[src/rtl/func_test_monitor.sv]
// End-of-test monitor for the MIPS function test: classifies the run as PASS/FAIL/TIMEOUT/HANG,
// counts RUN cycles and stores, and keeps a short history of distinct fetch PCs.
module func_test_monitor #(
  parameter int unsigned           DATA_W         = 32,
  parameter logic [DATA_W-1:0]     RESULT_ADDR    = 32'h0000_0050,
  parameter logic [DATA_W-1:0]     PASS_VALUE     = 32'h0000_0007,
  parameter int unsigned           TIMEOUT_CYCLES = 100000,
  parameter int unsigned           HANG_LIMIT     = 64,
  parameter int unsigned           HIST_DEPTH     = 8,
  parameter int unsigned           CNT_W          = 32,
  localparam int unsigned          HW             = $clog2(HIST_DEPTH)
) (
  input  logic              clk,
  input  logic              rst,
  input  logic [DATA_W-1:0] pc,
  input  logic              memwrite,
  input  logic [DATA_W-1:0] dataadr,
  input  logic [DATA_W-1:0] writedata,
  output logic              done,
  output logic              pass,
  output logic [1:0]        fail_code,
  output logic [DATA_W-1:0] fail_value,
  output logic [CNT_W-1:0]  cycle_count,
  output logic [CNT_W-1:0]  store_count,
  input  logic [HW-1:0]     hist_idx,
  output logic [DATA_W-1:0] hist_pc,
  output logic [HW:0]       hist_cnt
);

  localparam int unsigned SW = $clog2(HANG_LIMIT) + 1;

  localparam logic [CNT_W-1:0] CNT_ONE    = 1;
  localparam logic [CNT_W-1:0] CNT_LAST   = CNT_W'(TIMEOUT_CYCLES - 1);
  localparam logic [SW-1:0]    SAME_ONE   = 1;
  localparam logic [SW-1:0]    SAME_LAST  = SW'(HANG_LIMIT - 1);
  localparam logic [HW-1:0]    PTR_ONE    = 1;
  localparam logic [HW:0]      HCNT_ONE   = 1;
  localparam logic [HW:0]      HIST_FULL  = (HW + 1)'(HIST_DEPTH);

  typedef enum logic [2:0] {
    S_RUN,
    S_PASS,
    S_FAIL,
    S_TIMEOUT,
    S_HANG
  } state_t;

  state_t            state, next_state;
  logic [DATA_W-1:0] prev_pc;
  logic              prev_valid;
  logic [SW-1:0]     same_cnt;
  logic [HW-1:0]     wp;
  logic [HW-1:0]     rd_ptr;
  logic [DATA_W-1:0] hist_buf [HIST_DEPTH];

  logic running;
  logic result_store;
  logic pc_same;
  logic push;

  assign running      = (state == S_RUN);
  assign result_store = memwrite && (dataadr == RESULT_ADDR);
  assign pc_same      = prev_valid && (pc == prev_pc);
  assign push         = running && !pc_same;

  // NOTE: combinational blocks assign every output a default first so no latch is inferred.
  always_comb begin
    next_state = state;
    done       = 1'b0;
    pass       = 1'b0;
    fail_code  = 2'd0;

    if (running) begin
      if (result_store)
        next_state = (writedata == PASS_VALUE) ? S_PASS : S_FAIL;
      else if (cycle_count == CNT_LAST)
        next_state = S_TIMEOUT;
      else if (pc_same && (same_cnt == SAME_LAST))
        next_state = S_HANG;
    end

    unique case (state)
      S_RUN:     ;
      S_PASS:    begin done = 1'b1; pass = 1'b1; end
      S_FAIL:    begin done = 1'b1; fail_code = 2'd1; end
      S_TIMEOUT: begin done = 1'b1; fail_code = 2'd2; end
      S_HANG:    begin done = 1'b1; fail_code = 2'd3; end
      default:   ;
    endcase
  end

  // NOTE: sequential state uses non-blocking assignments so every register samples pre-edge values.
  always_ff @(posedge clk) begin
    if (rst) begin
      state       <= S_RUN;
      cycle_count <= '0;
      store_count <= '0;
      fail_value  <= '0;
      prev_pc     <= '0;
      prev_valid  <= 1'b0;
      same_cnt    <= '0;
      wp          <= '0;
      hist_cnt    <= '0;
    end else begin
      state <= next_state;
      if (running) begin
        if (cycle_count != '1)
          cycle_count <= cycle_count + CNT_ONE;
        if (memwrite && (store_count != '1))
          store_count <= store_count + CNT_ONE;
        if (result_store && (writedata != PASS_VALUE))
          fail_value <= writedata;

        prev_pc    <= pc;
        prev_valid <= 1'b1;
        same_cnt   <= pc_same ? same_cnt + SAME_ONE : '0;

        if (push) begin
          wp <= wp + PTR_ONE;
          if (hist_cnt != HIST_FULL)
            hist_cnt <= hist_cnt + HCNT_ONE;
        end
      end
    end
  end

  // NOTE: the history storage is not reset; entries beyond hist_cnt are masked on read instead.
  always_ff @(posedge clk) begin
    if (push && !rst)
      hist_buf[wp] <= pc;
  end

  assign rd_ptr  = wp - PTR_ONE - hist_idx;
  assign hist_pc = ({1'b0, hist_idx} < hist_cnt) ? hist_buf[rd_ptr] : '0;

endmodule

[config.mk]
export PLATFORM = sky130hd
export DESIGN_NAME = func_test_monitor
export DESIGN_NICKNAME = d
export VERILOG_FILES = /design/src/rtl/func_test_monitor.sv
export SDC_FILE = /design/constraint.sdc
export NUM_CORES = 1
export LEC_CHECK = 0
export BUFFER_PORTS_ARGS = -buffer_cell sky130_fd_sc_hd__buf_2
export CAP_MARGIN = 20
export CORE_UTILIZATION = 59
export DETAILED_ROUTE_END_ITERATION = 10
export PLACE_DENSITY = 0.82
export SYNTH_ARGS = -nofsm -noshare
export SYNTH_HDL_FRONTEND = slang
export SYNTH_SLANG_ARGS = --single-unit
[constraint.sdc]
create_clock -name clk -period 11.3 [get_ports clk]
set_clock_uncertainty 0.1 [all_clocks]
set_input_delay 2.26 -clock clk [delete_from_list [all_inputs] [get_ports clk]]
set_output_delay 2.26 -clock clk [all_outputs]
set_load 0.005 [all_outputs]
==> run metrics <==
iteration count of the initial detailed-routing pass 6; Max-Slew Margin vs Limit 26.1%; number of unique standard cell types used by synthesis 50; GR Layer Usage met1 between 30% and 40%; final critical path time including I/O delays and setup 7140 ps; number of nets in the finished design 1646; depth of the CTS H-tree 2; layout cell share with drive strength beyond 1 between 20% and 30%; area growth from synthesis to layout 17.8%; top cell type's share of synthesized area roughly 46%; Setup violations, final 0; number of resized instances in the post-cts repair step 0; number of synthesized flops with an enable pin 256; Synth area leaders edfxtp_1 46%, dfxtp_1 18%, mux4_2 8.7%, nand2_1 5.0%, xor2_1 4.2%; IO Port Bufs between 200 and 250; number of DRC violations after detailed routing 0; Max Buffers Root-to-Sink 3; sequential element share of the synthesized area 64.0%; routability congestion estimate 0.882; Final ANT Viol Nets 0; IO Count 238; maximum number of pins on one net before global-route repair roughly 110; Crit. End Element output pin; critical path data arrival time 4780 ps; number of pins exceeding their max-slew limit in the final report 0; vias 11347; average wire length per cell after detail routing 19.8 um; power per standard cell area between 150 and 200 nW/um^2; number of buffers created by CTS 39; total wirelength of the detailed-routed design 38500 um; Syn Std Cell Area 16600 um^2; detailed router's first-iteration violation count a little over 800; primary flip-flop cell chosen by synthesis mapping edfxtp_1; global-route wire length before repair about 60000 um; setup repair after global routing missed its margin false; GR Util All Layers 27.1%; top-count cell post-synth edfxtp_1; post-synthesis cell count 1308; clock-pin slew reported for the worst setup and hold paths after clock tree synthesis 60 ps; clock insertion delay at the later pin of the skew report between 500 and 600 ps; power consumption ~0.0032 W; worst hold-check path type flip-flop to flip-flop; number of synthesized register bits approximately 400; actual transition at the worst max-transition pin 1100 ps; worst hold path startpoint fail_value[2]; met3 Use GR 4.78%; Clock Sink Count 402; area of the placeable core 27700 um^2; clock tree root driver cell clkbuf_16; leakage power 7.29 nW; DIE WIDTH 170 um; layer with the highest usage after global routing met2; ratio of final minimum period to clock period 63.2%; CP Data Required Time 8940 ps; post-layout instance area 19500 um^2; number of filler instances in the final layout around 1900; Cell Rows 61; # Post-CTS Setup Buffers 0; max capacitance violation total 0; met2 capacity usage during global routing 47.9%; fraction of registers with async set/reset 0%; Die Ht 170 um; hold_buf cts 0; top cells by count, synth 256 x edfxtp_1, 223 x nand2_1, 146 x dfxtp_1, 112 x a21oi_1, 86 x nor2_1; initial core utilization 59.9%; CTS tree done; Sum Neg Setup Slack 0 ps; critical path launch point hist_idx[0]; Synthesized Nets about 1400; leading area contributor after synthesis edfxtp_1; yosys warns 0; mean area per synthesized cell roughly 13 um^2; GR Overflow Total 0; final hold viol count 0; initial antenna violation count 4; via count of the first global-routing pass between 10000 and 15000; launching element type of the critical path input pin; maximum fanout along the worst path just under 60; post-DR vias/cell 5.84; die area 28800 um^2; total half-perimeter wirelength after legalization and detailed placement 23200 um; maximum operating frequency 140 MHz; Max rail drop VDD 119 uV; start-to-end type of the worst setup path input pin to output pin; result of the run completed; worst reg2reg startpoint state[0]; placed instance area 18100 um^2
[registers in the layout (all words and copies together) (netlist names)]
register and flops:
cycle_count 32, hist_cnt 4, fail_value 32, hist_buf 256
prev_pc 32, state 3, prev_valid 1, wp 3
same_cnt 7, store_count 32
[cells by family (layout without fill, tap and decap cells)]
kind of cell | after synthesis | in the layout | synth area share [%]
AO/OA/AOI/OAI | 136 | 136 | 4.26
XOR/XNOR | 94 | 94 | 4.96
adder cells (fa/ha/maj) | 10 | 10 | 0.800
buffers and inverters | 87 | 342 | 2.30
flip-flops | 402 | 402 | 64.0
multiplexers | 68 | 68 | 8.95
other | 0 | 3 | 0
AND/OR/NAND/NOR | 511 | 511 | 14.8
[area by class of cell]
type | count | area (um^2) | share of cell area [%]
Tap cell | 378 | 473 | 2.42
Inverter | 14 | 52.6 | 0.269
Sequential cell | 402 | 10600 | 54.3
Multi-Input combinational cell | 819 | 5700 | 29.2
Timing Repair Buffer | 258 | 1410 | 7.20
Clock buffer | 51 | 1140 | 5.82
Clock inverter | 19 | 153 | 0.781
Antenna cell | 3 | 7.51 | 0.0384
[cells in the final DEF (no fill, tap or decap), drive strengths merged, types with 3 or more instances in the layout]
master / count
mux4: 64
a21oi: 112
clkbuf: 52
inv: 13
nand4b: 3
nand3b: 3
clkinv: 13
buf: 257
nor3: 17
ha: 9
nor2: 86
and3: 20
o21ai: 13
clkinvlp: 5
xnor2: 15
and4: 7
nand4: 33
diode: 3
edfxtp: 256
nor3b: 3
nand2: 223
and2: 3
nor4b: 6
or3: 10
a31oi: 4
nor4: 32
nand3: 54
dfxtp: 146
xor2: 79
[final timing paths]
| path | endpoint | cells after the start | slack, ps |
|---|---|---|---|
| worst min-delay path | fail_value[2] | 2 | 350 |
| worst max register to register | hist_buf[2][14] | 4 | 7420 |
| worst min register to register | fail_value[2] | 2 | 350 |
| worst max-delay path | hist_pc[16] | 9 | 4160 |
[worst max-delay path: stages]
cell	delay (ps)
buf_2	90
inv_1	60
ha_4	160
fa_2	630
buf_4	690
mux4_2	370
nand2_1	60
a21oi_1	250
buf_2	160
[power breakdown]
group / leakage [nW] / internal (W) / switching [W]
combinational: 3.15 / 0.000129 / 0.000171
sequential: 3.51 / 0.00160 / 0.0000160
clock: 0.624 / 0.000756 / 0.000542
[metal layers]
layer / vias up / wire (um)
met5: - / 13
met4: 2 / 950
met3: 70 / 2690
met2: 440 / 19900
met1: 5579 / 14900
li1: 5256 / -
[through the flow]
step	util, %	worst slack, ps	hold WS, ps	cells
after global placement	65.5	4180	336	1867
after floorplan	-	4310	340	1308
after global routing	70.5	3970	362	1944
after detailed placement	65.5	4170	340	1867
after CTS	70.2	4130	349	1937
final	70.5	4160	346	1944
Power figures use the tool's default switching activity.
